--- config.mk ---
export PLATFORM = sky130hd
export DESIGN_NAME = screen_draw_sequencer
export DESIGN_NICKNAME = d
export VERILOG_FILES = /design/src/rtl/screen_pkg.sv /design/src/rtl/frame_tick_gen.sv /design/src/rtl/screen_draw_sequencer.sv
export SDC_FILE = /design/constraint.sdc
export NUM_CORES = 1
export LEC_CHECK = 0
export BUFFER_PORTS_ARGS = -buffer_cell sky130_fd_sc_hd__buf_2
export CORE_MARGIN = 2
export CORE_UTILIZATION = 45
export CTS_CLUSTER_SIZE = 28
export DETAILED_ROUTE_END_ITERATION = 8
export PLACE_DENSITY_LB_ADDON = 0.3
export SYNTH_ARGS = -nofsm -noshare
export SYNTH_HDL_FRONTEND = slang
export SYNTH_HIERARCHICAL = 1
export SYNTH_SLANG_ARGS = --single-unit
--- constraint.sdc ---
create_clock -name clock -period 1.7 [get_ports clock]
set_input_delay 0.17 -clock clock [delete_from_list [all_inputs] [get_ports clock]]
set_output_delay 0.17 -clock clock [all_outputs]
set_load 0.02 [all_outputs]
--- src/rtl/screen_pkg.sv ---
// Shared encodings for the screen draw sequencer slice.
// Latency: n/a (types and constants only).
// Backpressure: n/a.
package screen_pkg;

  // Screen codes as seen by the background drawer on ScreenSelect
  typedef enum logic [1:0] {
    SCR_MAP1  = 2'b00,
    SCR_MAP2  = 2'b01,
    SCR_START = 2'b10,
    SCR_GG    = 2'b11
  } screen_e;

  // Draw handshake sequencer states
  typedef enum logic [1:0] {
    IDLE      = 2'b00,
    REQ       = 2'b01,
    WAIT_DONE = 2'b10,
    DONE      = 2'b11
  } draw_state_e;

  // Pixels in one full-screen background (160 x 120)
  localparam int PIXEL_COUNT = 19200;

endpackage : screen_pkg

--- src/rtl/frame_tick_gen.sv ---
// Free-running frame divider producing a one-cycle frame_tick every FRAME_DIV cycles.
// Latency: frame_tick is registered, high the cycle after the counter holds FRAME_DIV-1.
// Backpressure: none; runs unconditionally out of reset.
module frame_tick_gen #(
  parameter int FRAME_DIV = 833333
) (
  input  logic clock,
  input  logic resetn,
  output logic frame_tick
);

  localparam int CW = (FRAME_DIV > 1) ? $clog2(FRAME_DIV) : 1;
  localparam logic [CW-1:0] LAST = CW'(FRAME_DIV - 1);

  logic [CW-1:0] frame_cnt;

  // Count 0..FRAME_DIV-1 and flag the wrap one cycle later
  always_ff @(posedge clock or negedge resetn) begin
    if (!resetn) begin
      frame_cnt  <= '0;
      frame_tick <= 1'b0;
    end else begin
      frame_tick <= (frame_cnt == LAST);
      if (frame_cnt == LAST) begin
        frame_cnt <= '0;
      end else begin
        frame_cnt <= frame_cnt + 1'b1;
      end
    end
  end

endmodule : frame_tick_gen

--- src/rtl/screen_draw_sequencer.sv ---
// Tracks the current game screen and sequences full-screen background draws on frame ticks.
// Latency: frame_tick -> drawScreenEnable 1 cycle; drawScreenDone -> enable low + screen_ready 1 cycle.
// Backpressure: waits indefinitely for drawScreenDone (DRAW_TIMEOUT_EN adds an abort watchdog).
module screen_draw_sequencer
  import screen_pkg::*;
#(
  parameter int FRAME_DIV    = 833333,
  parameter int DRAW_TIMEOUT = PIXEL_COUNT + 800
) (
  input  logic       clock,
  input  logic       resetn,
  input  logic       start_pressed,
  input  logic       map_advance,
  input  logic       player_dead,
  input  logic       drawScreenDone,
  output logic [1:0] ScreenSelect,
  output logic       drawScreenEnable,
  output logic       frame_tick,
  output logic       screen_ready,
  output logic       busy,
  output logic       timeout_err
);

  // Degenerate dividers/timeouts would make the tick or watchdog meaningless
  if (FRAME_DIV < 2) begin : g_bad_frame_div
    $error("FRAME_DIV must be at least 2");
  end
  if (DRAW_TIMEOUT < 2) begin : g_bad_draw_timeout
    $error("DRAW_TIMEOUT must be at least 2");
  end

  screen_e     cur_screen;
  screen_e     next_screen;
  logic        screen_change;
  logic        dirty;
  draw_state_e state;

  frame_tick_gen #(
    .FRAME_DIV (FRAME_DIV)
  ) u_frame_tick_gen (
    .clock      (clock),
    .resetn     (resetn),
    .frame_tick (frame_tick)
  );

  // Game-event screen transitions; player_dead outranks map_advance in MAP1
  always_comb begin
    next_screen = cur_screen;
    case (cur_screen)
      SCR_START: if (start_pressed) next_screen = SCR_MAP1;
      SCR_MAP1: begin
        if (player_dead) begin
          next_screen = SCR_GG;
        end else if (map_advance) begin
          next_screen = SCR_MAP2;
        end
      end
      SCR_MAP2:  if (player_dead) next_screen = SCR_GG;
      SCR_GG:    if (start_pressed) next_screen = SCR_START;
    endcase
    screen_change = (next_screen != cur_screen);
  end

`ifdef DRAW_TIMEOUT_EN
  localparam int WD_W = $clog2(DRAW_TIMEOUT);
  localparam logic [WD_W-1:0] WD_LAST = WD_W'(DRAW_TIMEOUT - 1);
  logic [WD_W-1:0] wd_cnt;
`endif

  // Screen tracking, dirty flag and draw handshake FSM with registered outputs
  always_ff @(posedge clock or negedge resetn) begin
    if (!resetn) begin
      cur_screen       <= SCR_START;
      dirty            <= 1'b1;
      state            <= IDLE;
      ScreenSelect     <= SCR_START;
      drawScreenEnable <= 1'b0;
      screen_ready     <= 1'b0;
      busy             <= 1'b0;
`ifdef DRAW_TIMEOUT_EN
      wd_cnt           <= '0;
      timeout_err      <= 1'b0;
`endif
    end else begin
      cur_screen   <= next_screen;
      screen_ready <= 1'b0;
      case (state)
        IDLE: begin
          // Ticks are only honoured here; a tick during a draw is dropped
          if (frame_tick && dirty) begin
            state            <= REQ;
            ScreenSelect     <= cur_screen;
            drawScreenEnable <= 1'b1;
            busy             <= 1'b1;
            dirty            <= 1'b0;
          end
        end
        REQ: begin
          state <= WAIT_DONE;
`ifdef DRAW_TIMEOUT_EN
          wd_cnt <= '0;
`endif
        end
        WAIT_DONE: begin
          if (drawScreenDone) begin
            state            <= DONE;
            drawScreenEnable <= 1'b0;
            busy             <= 1'b0;
            screen_ready     <= 1'b1;
`ifdef DRAW_TIMEOUT_EN
          end else if (wd_cnt == WD_LAST) begin
            // Abort silently and retry the same screen on a later tick
            state            <= DONE;
            drawScreenEnable <= 1'b0;
            busy             <= 1'b0;
            timeout_err      <= 1'b1;
            dirty            <= 1'b1;
          end else begin
            wd_cnt <= wd_cnt + 1'b1;
`endif
          end
        end
        DONE: begin
          state <= IDLE;
        end
      endcase
      // A screen change always wins over the IDLE clear so it is never lost
      if (screen_change) begin
        dirty <= 1'b1;
      end
    end
  end

`ifndef DRAW_TIMEOUT_EN
  assign timeout_err = 1'b0;
`endif

endmodule : screen_draw_sequencer

-- Yosys cells after proc, flatten, opt, wreduce, memory -nomap -nowiden
Index checks and enable logic that the tools add are counted.
- bits in registers: 30
- output and inout port bits: 7
- input port bits: 6
- word-level logic and storage cells: 47
- add/sub/neg operators: 1
- eq/ne operators: 10
- reduce and logical (&&, ||, !) cells: 10
- multiplexer cells: 18
- operator list (cell ; count):
    20-bit by 1-bit adder with 20-bit output, second input constant ; 1
    20-bit equality test, second input constant ; 1
    20-bit 2-to-1 mux ; 1
    2-bit one-hot mux with 4 select lines ; 2
    2-bit 2-to-1 mux ; 7
    2-bit equality test, second input constant ; 4
    1-bit 2-to-1 mux ; 7
    2-bit AND reduction ; 3
    2-bit nonzero test ; 3
    2-bit by 1-bit equality test with 1-bit output, second input constant ; 2
    2-bit zero test ; 2
    2-bit inequality test, second input constant ; 2
    3-bit AND reduction ; 1
    2-bit inequality test ; 1
    1-bit one-hot mux with 2 select lines ; 1
    1-bit logical AND ; 1

-- Longest topological paths before layout
Gate-level depths: netlist of the first run.
- depth in word-level cells: 6
- gate-level depth with buffers: 7
- depth with buffers taken out: 6

-- Cells and area by module
The synthesis of the first run kept the hierarchy.
- modules (own cells, without submodules) (module ; area each (µm²) ; seq. area each (µm²) ; cells each ; times used):
    frame_tick_gen ; 1052.3 ; 525.5 ; 99 ; 1
    screen_draw_sequencer ; 451.7 ; 229.0 ; 43 ; 1

-- Worst setup path before layout of the first run
No wires, ideal clock.
- path type: flip-flop to flip-flop
- start: reg u_frame_tick_gen.frame_cnt[0]
- end: reg u_frame_tick_gen.frame_cnt[18]
- setup slack: 158 ps
- clock period less this slack: 1542 ps
- data arrival time: 1423 ps
- buffers on the path: 0
- cell stages (with the launch flop): 5
- cell sequence: dfrtp_1 > ha_1 > nand4_1 > o41a_1 > o21ba_1
- longest elaborated chain between the ends: 2
- elaborated cells between the ends (all ways): 3
- classes of those cells: add/sub: 1; eq/ne: 1; mux: 1
- RTL lines (item ; RTL line ; RTL):
    start: declaration ; frame_tick_gen.sv:15 ; logic [CW-1:0] frame_cnt;
    start signal: assignment ; frame_tick_gen.sv:27 ; frame_cnt <= frame_cnt + 1'b1;
    20-bit by 1-bit adder with 20-bit output or 20-bit equality test (tied branches) ; frame_tick_gen.sv:27, frame_tick_gen.sv:24 ;
    20-bit 2-to-1 mux (*) ; frame_tick_gen.sv:24 ; if (frame_cnt == LAST) begin
Every way passes the cells marked *; elsewhere a longest branch is shown, timed or not.
A chain may end at the register's enable or synchronous reset.

-- Worst setup path after layout of the first run
- start: reg u_frame_tick_gen.frame_cnt[1]
- end: reg u_frame_tick_gen.frame_cnt[18]
Same word-level chain as after synthesis.

==> metrics.cfg, run 1 <==
[status]
status = completed

[route]
drc = 0
vias = 1094
drt-total-wl_mm = 2.81
ant_nets = 0
wl_per_cell_um = 13.5
viasPerCell = 5.26
drtIter0Drc = 54
firstDrtPassIters = 4

[global_route]
antenna_found_initial = 0
grt-ovfl-total = 0
grt_pass1_vias = 1071
grt_start_max_net_pins = 31
grt_usage_pct = 17.6
grt_first_pass_wirelength_mm = 4.71

[clock_tree]
clkSinkCount = 30
cts.clk_slew.worst_paths_ps = 100
worstSkewPairLatency_ps = 340
cts_root_buf = clkbuf_4
h-tree-depth = 2
cts_tree = built
cts_made_buffers = 5
cts.path.max_buffers = 2

[synthesis]
syn-instance-count = 142
synth_simple_gate_area_share_pct = 23.8
synthFlopType = dfrtp_1
syn_area_mm2 = 0.00150
synth_top_family_by_area = simple AND/OR/NAND/NOR gates
syn_avg_cell_area_um2 = 10.6
async_flop_share_pct = 100
synth_nets = 153
synth_compound_area_share_pct = 5.99
synth_cell_types = 41
synthMuxAreaShare_pct = 2.66
synth_edf_count = 0
yosysSeqAreaShare_pct = 50.2
ys_seq_elements = 30
synth_fa_ha_area_share_pct = 4.16
synth-xor-area-share_pct = 9.32
ys_warn_count = 6

[critical_path]
cp-start-kind = flip-flop
required_ps = 1930
endpoint_kind = flip-flop
critical_path_class = flip-flop to flip-flop
cp_max_fo = 5
arrival_ps = 1870

[power]
clockPowerShare_pct = 31.7
power.total_mw = 1.76
power_frac_seq_pct = 47.6
p_comb_share_pct = 20.7
leakage_nw = 0.795
power_density_mw_per_mm2 = 1010
switchingPower_mw = 0.501
cellInternalPower_mw = 1.26
ir_worst_vdd_uv = 772
swShare_pct = 28.4

[placement]
dp_worst_setup_slack_ps = 33.7
gp_congestion = 0.838
dp.cells = 195
dp_hpwl_mm = 1.91
port_buffers = 11
placed_cell_area_mm2 = 0.00160

[floorplan]
ios = 13
die_area_mm2 = 0.00382
core_area_mm2 = 0.00313
die_x_um = 61.8
die_h_um = 61.8
start_util_pct = 48.1
row_count = 20

[worst_hold_path]
hold_path_class = input port to flip-flop

[sta]
hold_viol = 0
setup_viol = 0
slew_headroom_pct = 57.0
slew_viol_final = 0
setup_ws_ps = 60.4
period_share_pct = 96.4
skew_ps = 11.0
rsz0062_at_grt = true
fin_crit_ps = 1640
holdWs_ps = 69.3
fmax_mhz = 610
worst_slew_pin_slew_ps = 645
fin_setup_tns_ps = 0

[final_layout]
nNetsFinal = 174
final_common_cell = dfrtp_1
antenna_cells = 0
layout-drive-gt1-share_pct = 23.2
mostFrequentLayoutCells = dfrtp_1 (26), nor2_1 (16), xnor2_1 (13), nand2_1 (11), buf_2 (11)
instances_no_fill = 208
syn2layout_area_growth_pct = 16.4
utilization_pct = 56.0
stdcell_area_mm2 = 0.00175

[job]
maxCapViolations = 0

[final timing paths]
path | depth (start not counted) | start | to | slack [ps]
max | 4 | u_frame_tick_gen/frame_cnt[1] | u_frame_tick_gen/frame_cnt[18] | 60
min | 3 | player_dead | cur_screen[1] | 70
max reg2reg | 4 | u_frame_tick_gen/frame_cnt[1] | u_frame_tick_gen/frame_cnt[18] | 60
min reg2reg | 2 | ScreenSelect[0] | ScreenSelect[0] | 500
max in group asynchronous | 2 | resetn | u_frame_tick_gen/frame_cnt[0] | 840
min in group asynchronous | 2 | resetn | busy | 400
[cell usage after synthesis, types with 2 or more instances]
library cell	count	area, um2
nor4_1	2	12.5
ha_1	5	62.6
dfstp_2	3	78.8
and2_1	2	12.5
nor3b_1	2	15.0
buf_4	2	15.0
xor2_1	3	26.3
dfrtp_1	27	676
nor3_2	2	20.0
nand3_1	8	40.0
nor3_1	2	10.0
a21oi_1	2	10.0
xnor2_1	13	114
mux2_4	2	30.0
buf_2	2	10.0
nand2_1	11	41.3
inv_1	8	30.0
nor2_1	16	60.1
nand4_1	7	43.8
o21ai_0	2	10.0
[state kept, by name (all words and copies together) (netlist names)]
signal                       count
busy                             1
state                            2
ScreenSelect                     2
u_frame_tick_gen/frame_tick      1
screen_ready                     1
cur_screen                       2
u_frame_tick_gen/frame_cnt      20
dirty                            1
[layout make-up]
class                      count  area [um2]
sequential                    30         756
timing repair buffer          18         113
tap                           44        55.1
multi-input combinational    100         719
clock inverter                 3        40.0
fill                         268        1380
inverter                       8        30.0
clock buffer                   5        37.5
[timing repair]
item,in CTS,in global routing
hold buffers,2,0
hold endpoints to repair,28,0
resized for setup,0,5
setup buffers,0,3
endpoints found under the setup margin,0,13
[cells by family (layout without fill, tap and decap cells)]
group                    Yosys count  count (layout)
multiplexers                       3               3
buffers and inverters             12              34
AND/OR/NAND/NOR                   63              63
flip-flops                        30              30
other                              1               1
AO/OA/AOI/OAI                     12              12
XOR/XNOR                          16              16
adder cells (fa/ha/maj)            5               5
[routing by layer]
| layer | GRT usage [%] | vias to the layer above | wire [um] |
|---|---|---|---|
| li1 | - | 532 | - |
| met3 | 6.42 | 5 | 129 |
| met2 | 29.0 | 33 | 1340 |
| met1 | 20.3 | 524 | 1280 |
| met5 | 0 | - | 0 |
| met4 | 8.21 | 0 | 59 |
[power by group through the flow]
stage / logic (mW) / registers (mW) / clock network (mW)
global placement: 0.347 / 0.848 / 0
finish: 0.364 / 0.839 / 0.558
CTS: 0.373 / 0.842 / 0.576
floorplan: 0.270 / 0.869 / 0
global route: 0.423 / 0.852 / 0.613
detailed placement: 0.369 / 0.856 / 0
[critical path, stage by stage, from the launching register on]
cell     delay [ps]
dfrtp_1         450
ha_4            190
nand4_1         230
o41a_1          490
o21ba_1         180
Power figures use the tool's default switching activity.
==> run 2, diff against run 1 <==
--- a/config.mk
+++ b/config.mk
@@ -10,8 +10,8 @@
 export CORE_UTILIZATION = 45
 export CTS_CLUSTER_SIZE = 28
 export DETAILED_ROUTE_END_ITERATION = 8
+export MAX_ROUTING_LAYER = met4
 export PLACE_DENSITY_LB_ADDON = 0.3
 export SYNTH_ARGS = -nofsm -noshare
 export SYNTH_HDL_FRONTEND = slang
-export SYNTH_HIERARCHICAL = 1
 export SYNTH_SLANG_ARGS = --single-unit
==> run 2 against run 1 <==
  * Sequential share of layout area fell by 0.94 points
  * Hold slack got worse by 7.4 ps
  * Clock-buffer cell count is 3 higher
  * Worst setup slack worse by 7.2 ps
  * Routed wire length grew 1.7%
  * Utilization fell by 1.5 points
  * Via count rose by 3.8%
  * Global-route usage is 0.58 points higher
  * Sequential power decreased by 8.5%
  * Critical endpoint is now u_frame_tick_gen.frame_cnt[4]
  * Largest power group unchanged
==> metrics.cfg, run 2 <==
[status]
status = completed

[global_route]
grt_first_pass_wirelength_mm = 4.81  ; +2.2%
grt_start_max_net_pins = 31  ; unchanged
antenna_found_initial = 0  ; unchanged
grt-ovfl-total = 0  ; unchanged
grt_usage_pct = 18.1  ; +0.58 points
grt_pass1_vias = 1142  ; +6.6%

[clock_tree]
cts_made_buffers = 5  ; unchanged
cts.path.max_buffers = 2  ; unchanged
cts_root_buf = clkbuf_4
cts_tree = built
worstSkewPairLatency_ps = 330  ; about the same
cts.clk_slew.worst_paths_ps = 90  ; about the same
h-tree-depth = 2  ; unchanged
clkSinkCount = 30  ; unchanged

[synthesis]
synth_cell_types = 35  ; -15%
async_flop_share_pct = 100  ; unchanged
synth_top_area_cell = dfrtp_1
ys_warn_count = 0  ; -6
synth_top_area_share_pct = 44.8  ; -0.15 points
synth_edf_count = 0  ; unchanged
synth_nets = 159  ; +3.9%
synthFlopType = dfrtp_1
syn_area_mm2 = 0.00151  ; +0.33%
syn_avg_cell_area_um2 = 10.2  ; -3.7%
synth_most_common_cell = dfrtp_1
syn-instance-count = 148  ; +4.2%
ys_seq_elements = 30  ; unchanged
synthTopCellsByArea = dfrtp_1 (45%), xnor2_1 (6.4%), dfstp_2 (5.2%), nor2_1 (5.0%), ha_1 (4.1%)
yosys-top-cells-count = dfrtp_1 (27), nor2_1 (20), nand2_1 (11), xnor2_1 (11)
yosysSeqAreaShare_pct = 50.0  ; -0.17 points

[floorplan]
start_util_pct = 45.9  ; -2.1 points
die_x_um = 61.9  ; +0.15%
die_h_um = 61.9  ; +0.15%
ios = 13  ; unchanged
core_area_mm2 = 0.00328  ; +5.0%
die_area_mm2 = 0.00383  ; +0.31%
row_count = 21  ; +5.0%

[power]
leakage_nw = 0.829  ; +4.3%
ir_worst_vdd_uv = 448  ; -42%
power.total_mw = 1.36  ; -23%
power_density_mw_per_mm2 = 758  ; -25%

[final_layout]
largest_register_ffs = 20  ; unchanged
nNetsFinal = 185  ; +6.3%
layout-drive-gt1-share_pct = 24.0  ; +0.83 points
top_register = u_frame_tick_gen.frame_cnt
syn2layout_area_growth_pct = 18.6
final_common_cell = dfrtp_1
utilization_pct = 54.5  ; -1.5 points
stdcell_area_mm2 = 0.00179  ; +2.2%
mostFrequentLayoutCells = dfrtp_1 (26), nor2_1 (20)
antenna_cells = 0  ; unchanged

[sta]
hold_viol = 0  ; unchanged
slew_headroom_pct = 57.7  ; +0.70 points
setup_viol = 0  ; unchanged
period_share_pct = 96.9  ; +0.42 points
holdWs_ps = 61.9  ; -7.44 ps
skew_ps = 7.01  ; -3.99 ps
slew_viol_final = 0  ; unchanged
fmax_mhz = 607  ; -0.44%
fin_crit_ps = 1650  ; +7.17 ps
worst_slew_pin_slew_ps = 635  ; -10.4 ps
fin_setup_tns_ps = 0  ; unchanged

[route]
vias = 1136  ; +3.8%
ant_nets = 0  ; unchanged
firstDrtPassIters = 4  ; unchanged
wl_per_cell_um = 12.9  ; -4.3%
viasPerCell = 5.14  ; -2.3%
drt-total-wl_mm = 2.86  ; +1.7%
drtIter0Drc = 54  ; unchanged
drc = 0  ; unchanged

[placement]
gp_congestion = 0.899  ; +7.3%
port_buffers = 11  ; unchanged
dp_hpwl_mm = 2.05  ; +7.8%
placed_cell_area_mm2 = 0.00166  ; +3.7%

[critical_path]
critical_path_class = flip-flop to flip-flop
crit_slowest_cell = or4b_4
cp_max_fo = 13  ; +8
cp-start-kind = flip-flop
cp_cell_sequence = or4b_4 > nor4_4 > buf_6 > nor2_1
worst-path-buf-inv = 1  ; +1
required_ps = 1920  ; about the same
endpoint_kind = flip-flop
max_stage_delay_ps = 570  ; +80 ps
cp_top_family = simple AND/OR/NAND/NOR gates
arrival_ps = 1860  ; about the same

[worst_hold_path]
hold_path_class = input port to flip-flop

[job]
maxCapViolations = 0  ; unchanged

[run 2: worst reg2reg max path, cell delays in order (launching register included)]
cell and delay (ps):
dfrtp_1 440, or4b_4 570, nor4_4 270, buf_6 190, nor2_1 60
[run 2: power by group]
group | total (mW) | internal (mW) | leakage (nW) | switching, mW
clock network | 0.524 | 0.282 | 0.0446 | 0.242
registers | 0.768 | 0.746 | 0.385 | 0.0220
logic | 0.0642 | 0.0231 | 0.399 | 0.0411
[run 2: final cells by class]
| type | instances | area [um2] |
|---|---|---|
| inverters | 8 | 30.0 |
| well taps | 46 | 57.6 |
| multi-input cells | 104 | 698 |
| flip-flops and latches | 30 | 756 |
| repair buffers | 25 | 169 |
| clock buffers | 8 | 78.8 |
| fillers | 297 | 1500 |
[run 2: cells by family after synthesis]
group / Yosys count / share of synthesized area, %
adders and majority gates: 5 / 4.15
xor gates and xnor gates: 16 / 9.29
muxes: 2 / 1.41
DFF: 30 / 50.0
other: 1 / 0.249
buffers and inverters: 14 / 4.64
and+or+nand+nor: 66 / 24.0
AOI/OAI and AO/OA: 14 / 6.22
[run 2: path summary, 6_finish.rpt]
| kind | cells after the start | startpoint | endpoint | slack [ps] |
|---|---|---|---|---|
| min reg2reg | 2 | ScreenSelect[0] | ScreenSelect[0] | 500 |
| min in group asynchronous | 2 | resetn | cur_screen[0] | 390 |
| min | 2 | drawScreenDone | screen_ready | 60 |
| max in group asynchronous | 2 | resetn | u_frame_tick_gen.frame_cnt[2] | 860 |
| max reg2reg | 4 | u_frame_tick_gen.frame_cnt[11] | u_frame_tick_gen.frame_cnt[4] | 50 |
| max | 4 | u_frame_tick_gen.frame_cnt[11] | u_frame_tick_gen.frame_cnt[4] | 50 |
[run 2: per-stage QoR]
stage	setup slack [ps]	cells
finish	53.2	221
global route	-24.2	221
CTS	33.2	220
detailed placement	49.0	210
global placement	80.5	210
floorplan	71.0	148
[run 2: per-layer routing]
metal,wire [um],vias to the layer above,GRT usage [%]
met5,0,-,-
met4,46,0,7.60
met3,145,5,6.83
met2,1420,32,29.3
met1,1250,540,20.1
li1,-,559,-
[run 2: repair_timing]
item,in CTS,in global routing
resized for setup,0,4
hold endpoints to repair,28,0
setup endpoints to repair,0,14
hold buffers,2,0
setup buffers,0,1
